[config.mk]
export PLATFORM = sky130hd
export DESIGN_NAME = mem_arbiter
export DESIGN_NICKNAME = d
export VERILOG_FILES = /design/src/rtl/arb_pkg.sv /design/src/rtl/arb_pick.sv /design/src/rtl/mem_arbiter.sv
export SDC_FILE = /design/constraint.sdc
export NUM_CORES = 1
export LEC_CHECK = 0
export ABC_AREA = 0
export CAP_MARGIN = 5
export CORE_AREA = 10 10 190 192
export DETAILED_ROUTE_END_ITERATION = 6
export DIE_AREA = 0 0 200 202
export GPL_ROUTABILITY_DRIVEN = 0
export PLACE_DENSITY = 0.66
export SLEW_MARGIN = 10
export SYNTH_ARGS = -nofsm -noshare
export SYNTH_HDL_FRONTEND = slang
export SYNTH_HIERARCHICAL = 1
export SYNTH_SLANG_ARGS = --single-unit
[constraint.sdc]
create_clock -name clk -period 1.2 [get_ports clk]
set_input_delay 0.18 -clock clk [delete_from_list [all_inputs] [get_ports clk]]
set_output_delay 0.18 -clock clk [all_outputs]
set_load 0.02 [all_outputs]
[src/rtl/arb_pkg.sv]
// Shared types and constants for the IFU/LSU memory-port arbiter.
package arb_pkg;

  localparam int unsigned DataW = 64;
  localparam int unsigned StrbW = DataW / 8;

  typedef enum logic [1:0] {
    StIdle,
    StReq,
    StWait
  } state_e;

  typedef enum logic {
    OwnIfu,
    OwnLsu
  } owner_e;

endpackage

[src/rtl/arb_pick.sv]
// Combinational winner select between IFU and LSU requests.
// ARB_RR_EN selects round-robin on contention; otherwise the LSU always wins.
module arb_pick (
`ifdef ARB_RR_EN
  input  logic last_lsu,
`endif
  input  logic ireq_valid,
  input  logic dreq_valid,
  output logic grant_ifu,
  output logic grant_lsu
);

  always_comb begin
    grant_ifu = ireq_valid & ~dreq_valid;
    grant_lsu = dreq_valid & ~ireq_valid;
    if (ireq_valid && dreq_valid) begin
`ifdef ARB_RR_EN
      // Hand the port to whoever did not win the previous accept.
      grant_ifu = last_lsu;
      grant_lsu = ~last_lsu;
`else
      grant_lsu = 1'b1;
`endif
    end
  end

endmodule

[src/rtl/mem_arbiter.sv]
// Shares one memory port between instruction fetch and load/store, one request at a time.
// Define ARB_RR_EN for round-robin contention handling instead of fixed LSU priority.
module mem_arbiter
  import arb_pkg::*;
#(
  parameter int unsigned ADDR_W = 64,
  parameter int unsigned DATA_W = DataW
) (
  input  logic                  clk,
  input  logic                  rst,
  input  logic                  ireq_valid,
  input  logic [ADDR_W-1:0]     ireq_addr,
  output logic                  ireq_ready,
  output logic                  iresp_valid,
  output logic [31:0]           iresp_data,
  input  logic                  dreq_valid,
  input  logic [ADDR_W-1:0]     dreq_addr,
  input  logic                  dreq_we,
  input  logic [DATA_W-1:0]     dreq_wdata,
  input  logic [DATA_W/8-1:0]   dreq_wstrb,
  output logic                  dreq_ready,
  output logic                  dresp_valid,
  output logic [DATA_W-1:0]     dresp_rdata,
  output logic                  mreq_valid,
  output logic [ADDR_W-1:0]     mreq_addr,
  output logic                  mreq_we,
  output logic [DATA_W-1:0]     mreq_wdata,
  output logic [DATA_W/8-1:0]   mreq_wstrb,
  input  logic                  mreq_ready,
  input  logic                  mresp_valid,
  input  logic [DATA_W-1:0]     mresp_rdata,
  output logic                  busy
);

  state_e state_q;
  owner_e owner_q;
  logic   grant_ifu, grant_lsu;

`ifdef ARB_RR_EN
  owner_e last_q;
`endif

  arb_pick u_pick (
`ifdef ARB_RR_EN
    .last_lsu   (last_q == OwnLsu),
`endif
    .ireq_valid (ireq_valid),
    .dreq_valid (dreq_valid),
    .grant_ifu  (grant_ifu),
    .grant_lsu  (grant_lsu)
  );

  assign ireq_ready = (state_q == StIdle) & grant_ifu;
  assign dreq_ready = (state_q == StIdle) & grant_lsu;
  assign busy       = (state_q != StIdle);

  always_ff @(posedge clk) begin
    if (rst) begin
      state_q     <= StIdle;
      owner_q     <= OwnIfu;
`ifdef ARB_RR_EN
      last_q      <= OwnIfu;
`endif
      mreq_valid  <= 1'b0;
      mreq_addr   <= '0;
      mreq_we     <= 1'b0;
      mreq_wdata  <= '0;
      mreq_wstrb  <= '0;
      iresp_valid <= 1'b0;
      iresp_data  <= '0;
      dresp_valid <= 1'b0;
      dresp_rdata <= '0;
    end else begin
      iresp_valid <= 1'b0;
      dresp_valid <= 1'b0;
      unique case (state_q)
        StIdle: begin
          if (grant_lsu) begin
            mreq_addr  <= dreq_addr;
            mreq_we    <= dreq_we;
            mreq_wdata <= dreq_wdata;
            mreq_wstrb <= dreq_wstrb;
            owner_q    <= OwnLsu;
`ifdef ARB_RR_EN
            last_q     <= OwnLsu;
`endif
            mreq_valid <= 1'b1;
            state_q    <= StReq;
          end else if (grant_ifu) begin
            mreq_addr  <= ireq_addr;
            mreq_we    <= 1'b0;
            mreq_wdata <= '0;
            mreq_wstrb <= '0;
            owner_q    <= OwnIfu;
`ifdef ARB_RR_EN
            last_q     <= OwnIfu;
`endif
            mreq_valid <= 1'b1;
            state_q    <= StReq;
          end
        end
        StReq: begin
          if (mreq_ready) begin
            mreq_valid <= 1'b0;
            state_q    <= StWait;
          end
        end
        StWait: begin
          if (mresp_valid) begin
            if (owner_q == OwnLsu) begin
              dresp_valid <= 1'b1;
              dresp_rdata <= mresp_rdata;
            end else begin
              iresp_valid <= 1'b1;
              // Pick the 32-bit instruction word within the 64-bit beat.
              iresp_data  <= mreq_addr[2] ? mresp_rdata[63:32] : mresp_rdata[31:0];
            end
            state_q <= StIdle;
          end
        end
        default: state_q <= StIdle;
      endcase
    end
  end

endmodule

==> results of run 1 <==
[flip-flops by register name, summed over array words and instances, names as in the netlist]
name	cells
state_q	2
owner_q	1
dresp_rdata	64
mreq_wdata	64
iresp_data	32
dresp_valid	1
mreq_we	1
mreq_valid	1
mreq_wstrb	8
iresp_valid	1
mreq_addr	64
[area by class of cell]
| class | instances | area (um^2) | area share |
|---|---|---|---|
| diodes | 4 | 10.01 | 0.0005423 |
| clock inverters | 7 | 60.06 | 0.003254 |
| inverters | 3 | 13.76 | 0.0007456 |
| well taps | 442 | 553.0 | 0.02996 |
| flip-flops and latches | 239 | 4900 | 0.2654 |
| repair buffers | 652 | 7318 | 0.3965 |
| clock buffers | 37 | 753.2 | 0.04081 |
| multi-input cells | 722 | 4851 | 0.2628 |
[where the power goes]
part | switching (W) | internal [W]
Clock | 0.00324 | 0.00454
Combinational | 0.00265 | 0.00290
Sequential | 0.000316 | 0.00845
[logic make-up after synthesis]
group,after synthesis
flip-flops,239
AO/OA/AOI/OAI,375
buffers and inverters,107
multiplexers,96
AND/OR/NAND/NOR,251
[timing repair]
action | CTS | global route
gates cloned | 37 | 0
gates resized for setup | 1618 | 50
endpoints found under the setup margin | 474 | 422
hold buffers | 0 | 0
pin swaps | 74 | 4
setup buffers | 30 | 6
[placed cells by master (no fill, tap or decap), drive strengths merged]
cell           count
buf              381
clkdlybuf4s50    268
dfxtp            239
nand2            205
a21oi            205
mux2i             96
a211oi            96
o21ai             74
clkbuf            38
nor2              38
clkinv             6
diode              4
inv                3
bufbuf             2
nor2b              2
and4b              1
nand4b             1
nor4bb             1
or2                1
or3b               1
nand3b             1
bufinv             1
[worst max-delay path, cell delays in order, from the launching register on]
cell and delay (ps):
dfxtp_2 340, buf_6 120, buf_6 110, buf_6 100, nand4b_1 210, buf_6 190, buf_12 130, buf_16 130
nand2_1 110, a21oi_2 60
[how the worst max path moves through the flow]
stage | cells past startpoint | endpoint | slack, ps | start
5_1_grt | 6 | dreq_ready | -460 | state_q[0]
2_1_floorplan | 5 | iresp_data[15] | -20 | state_q[0]
3_5_place_dp | 7 | mreq_addr[10] | -600 | ireq_valid
4_1_cts | 6 | dreq_ready | -420 | state_q[1]
6_report | 9 | dresp_rdata[46] | -420 | state_q[0]
3_3_place_gp | 5 | ireq_ready | -550 | ireq_valid
[routing by layer]
metal / global-route usage / part of all wire
met2: 0.3928 / 0.51
met5: 0 / 0
met4: 0.09224 / 0.037
met3: 0.07410 / 0.093
met1: 0.2355 / 0.36
[per-stage QoR]
stage	hold WS (ps)	util	TNS, ps	power [W]	instances
after floorplan	316.0	-	-321.9	0.01096	1068
after global placement	442.0	0.4787	-109300	0.01348	1986
after detailed placement	445.7	0.4787	-112750	0.01354	1986
after CTS	37.82	0.5640	-61270	0.02209	2097
after global routing	57.98	0.5716	-81890	0.02288	2105
final	67.01	0.5717	-60450	0.02208	2106
==> impl_metrics.yaml, run 1 <==
timing:
  skew_ps: 8.074
  slew_headroom: 0.7338
  clock.fmax_mhz: 617.1
  slew_violations: 0
  tightest_slew_ps: 395.2
  period_needed_ps: 1621
  setup_viol: 255
  rsz0062_at_grt: "yes"
  hold_viol_final: 0
  fin_crit_sh: 1.350
  setup_ws_ps: -420.6
critical_path:
  cp_data_required_time_ps: 1610
  crit_fanout: 8
  r2r-end: "dresp_rdata[46]"
  startpoint_type: "flip-flop"
  arrival_ps: 2030
  crit_type: "flip-flop to flip-flop"
  ff2ff_setup_slack_ps: -420
  rr_worst_depth: 9
  worstReg2RegStart: "state_q[0]"
  cp-end-kind: "flip-flop"
routing:
  drt_iter0_markers: 534
  drc: 0
  wl_mm: 47.68
  viasPerCell: 4.999
  wl_per_cell_um: 22.64
  drtAntennaViolNets: 0
  vias: 10528
  dr.pass1.iters: 5
pwr:
  leakage_nw: 7.359
  power_density_nw_per_um2: 1196
  ir_drop_v: 0.0008466
yosys:
  yosys.area_share.simple: 0.1061
  synth_cell_type_count: 26
  yosysMostFrequentCell: "dfxtp_1"
  synth_fa_ha_area_frac: 0
  synth_common_cells: "dfxtp_1, a21oi_1, nand2_1"
  netlist.top_cell.by_area: "dfxtp_1"
  synthFlopType: "dfxtp_1"
  synth_compound_area_frac: 0.2323
  synth_top_family_by_area: "compound AO/OA/AOI/OAI gates"
  synthXorXnorAreaFrac: 0
  syn-num-nets: 1339
  avgSynthCellArea_um2: 8.977
  netlist_area_um2: 9588
  ys_seq_area_frac: 0.4990
  synthArstFlopShare: 0
  yosys_warnings: 6
  synth_mux_area_frac: 0.1002
  synthCells: 1068
  synthTopCellsByArea: "dfxtp_1, a21oi_1, mux2i_1"
  ys_seq_elements: 239
  synth_edf_count: 0
  synth_top_area_share: 0.4990
die:
  io_pins: 510
  rows: 66
  core_area_um2: 32290
  die_area_um2: 40400
  fp.dieW_um: 200
  start_util: 0.2969
  die_h_um: 202
global_routing:
  grt_pass1_vias: 11224
  antenna_found_initial: 3
  overflow: 0
  grt_start_max_net_pins: 38
  grt_pass1_wl_mm: 69.46
  grt_usage: 0.2222
placement:
  dpl_cell_area_um2: 15460
  io_buffers: 509
  hpwl_mm: 30.66
  place_ws_ps: -596.8
layout:
  num-nets-final: 1915
  drive_gt1_frac: 0.4139
  area_growth_pct: 92.52
  fin_area_um2: 18460
  fill_cells: 2723
min_path:
  hold_start: "rst"
  min_to: "dresp_rdata[32]"
  hold_path_depth: 2
  hp-class: "input port to flip-flop"
clocking:
  cts.sinks: 239
  clkLatencyLatePin_ps: 530
  clk_pin_slew_ps: 60
  htreeDepth: 1
  cts_inserted_buffers: 26
  cts_root_buf: "clkbuf_16"
  cts_tree: "built"
  cts.path.max_buffers: 3
run_status:
  status: "finished, violations left"
  failed_checks: "negative setup slack"
flow_run:
  maxCapViolCount: 0
No activity file was read; power rests on OpenSTA's default activity.
==> inputs of run 2 (changes only) <==
GPL_TIMING_DRIVEN = 0   (was unset)
==> run 2 against run 1 <==
  * The flow still finishes with violations (negative setup slack)
  * Die area unchanged
  * Critical path type is now flip-flop to primary output
  * Sequential power up 0.7%
  * Cell area barely moved
==> impl_metrics.yaml, run 2 (synthesized netlist as in run 1, its figures left out) <==
pwr:
  share_comb_of_total_power: 0.256
  netSwitchingPower_w: 0.006437
  ir_drop_v: 0.0008606
  p_int_w: 0.01593
  clock_power_share: 0.349
  sw_frac_of_total: 0.2878
  power_frac_seq: 0.394
  power_density_nw_per_um2: 1211
  leakage_nw: 7.197
global_routing:
  grt_pass1_wl_mm: 64.40
  grt_usage: 0.2067
  antenna_found_initial: 3
  overflow: 0
  grt_start_max_net_pins: 13
  grt_pass1_vias: 10364
timing:
  holdWs_ps: 193.6
  slew_headroom: 0.4143
  rsz0062_at_grt: "yes"
  tightest_slew_ps: 878.6
  hold_viol_final: 0
  fin_crit_sh: 1.429
  slew_violations: 0
  skew_ps: 13.30
  clock.fmax_mhz: 583.1
  period_needed_ps: 1715
  setup_ws_ps: -514.9
  setup_viol: 250
placement:
  hpwl_mm: 34.68
  io_buffers: 508
  place_ws_ps: -934.2
  dp.cells: 2018
die:
  core_area_um2: 32290
  start_util: 0.2969
  io_pins: 510
  die_area_um2: 40400
  rows: 66
  die_h_um: 202
  fp.dieW_um: 200
critical_path:
  cp-end-kind: "primary output"
  crit_type: "flip-flop to primary output"
  startpoint_type: "flip-flop"
  cp_data_required_time_ps: 1020
  arrival_ps: 1530
  worstReg2RegStart: "state_q[0]"
  ff2ff_setup_slack_ps: -470
  r2r-end: "iresp_data[12]"
  crit_fanout: 4
  rr_worst_depth: 8
clocking:
  cts_hold_buf: 0
  cts_root_buf: "clkbuf_16"
  cts.path.max_buffers: 3
  clkLatencyLatePin_ps: 540
  clk_pin_slew_ps: 60
  cts_inserted_buffers: 27
  htreeDepth: 1
  cts_tree: "built"
  cts.sinks: 239
routing:
  dr.pass1.iters: 5
  drc: 0
  drtAntennaViolNets: 0
  drt_iter0_markers: 434
  wl_mm: 47.40
  vias: 10462
  viasPerCell: 4.909
  wl_per_cell_um: 22.24
flow_run:
  maxCapViolCount: 0
layout:
  reg_top3: "dresp_rdata (64), mreq_addr (64), mreq_wdata (64)"
  num-nets-final: 1940
  final_cell_mix: "clkdlybuf4s50_1, buf_6, nand2_1"
  drive_gt1_frac: 0.4624
  area_growth_pct: 92.58
  final_common_cell: "clkdlybuf4s50_1"
  fin_cells: 2131
min_path:
  hp-class: "input port to flip-flop"
  hold_start: "dreq_wdata[8]"
  hold_path_depth: 3
  min_to: "mreq_wdata[8]"
run_status:
  status: "finished, violations left"
  failed_checks: "negative setup slack"
run 2: layout make-up:
type,count,area (um^2)
timing repair buffer,574,6191
fill,2779,13820
inverter,3,13.76
buffer,101,938.4
tap,442,553.0
clock buffer,43,795.8
multi-input combinational,723,4913
clock inverter,4,23.77
antenna,2,5.005
sequential,239,5030
run 2: worst max path at each step:
stage	slack [ps]	endpoint	start
after CTS	-530	ireq_ready	state_q[1]
after global placement	-920	dreq_ready	dreq_valid
after floorplan	-20	iresp_data[15]	state_q[0]
final	-510	ireq_ready	state_q[0]
after detailed placement	-930	dreq_ready	dreq_valid
after global routing	-570	dreq_ready	state_q[0]
run 2: power by group through the flow:
stage          combinational [W]  sequential (W)  clock [W]
6_report                 0.00574         0.00882    0.00781
3_3_place_gp             0.00464         0.00881          0
3_5_place_dp             0.00467         0.00883          0
4_1_cts                  0.00503         0.00879    0.00794
5_1_grt                  0.00609         0.00886    0.00830
2_1_floorplan            0.00160         0.00936          0
run 2: repair_timing:
action                                  in CTS  in global routing
resized for setup                         1676                289
setup buffers                               20                 26
pin swaps                                    3                 63
cloned                                       6                 18
endpoints found under the setup margin     477                385
run 2: routing by layer:
metal | part of all wire | routed length [um] | GRT usage
met3 | 0.099 | 4713 | 0.07559
met4 | 0.028 | 1316 | 0.05951
met1 | 0.36 | 17060 | 0.2192
met5 | 0.00023 | 11 | 0
met2 | 0.51 | 24300 | 0.3721
run 2: per-stage QoR:
stage	util	power [W]	TNS (ps)	instance area, um^2
2_1_floorplan	-	0.01096	-321.9	9666
3_3_place_gp	0.4740	0.01345	-137400	15300
3_5_place_dp	0.4740	0.01349	-141920	15300
4_1_cts	0.5253	0.02176	-57960	16960
5_1_grt	0.5718	0.02325	-91400	18460
6_report	0.5718	0.02237	-75950	18460
run 2: worst max-delay path, cell delays in order (launching register included):
cell	delay, ps
dfxtp_4	350
nor2_4	160
inv_4	50
buf_8	120
buf_8	130
nor2_4	80
buf_6	130
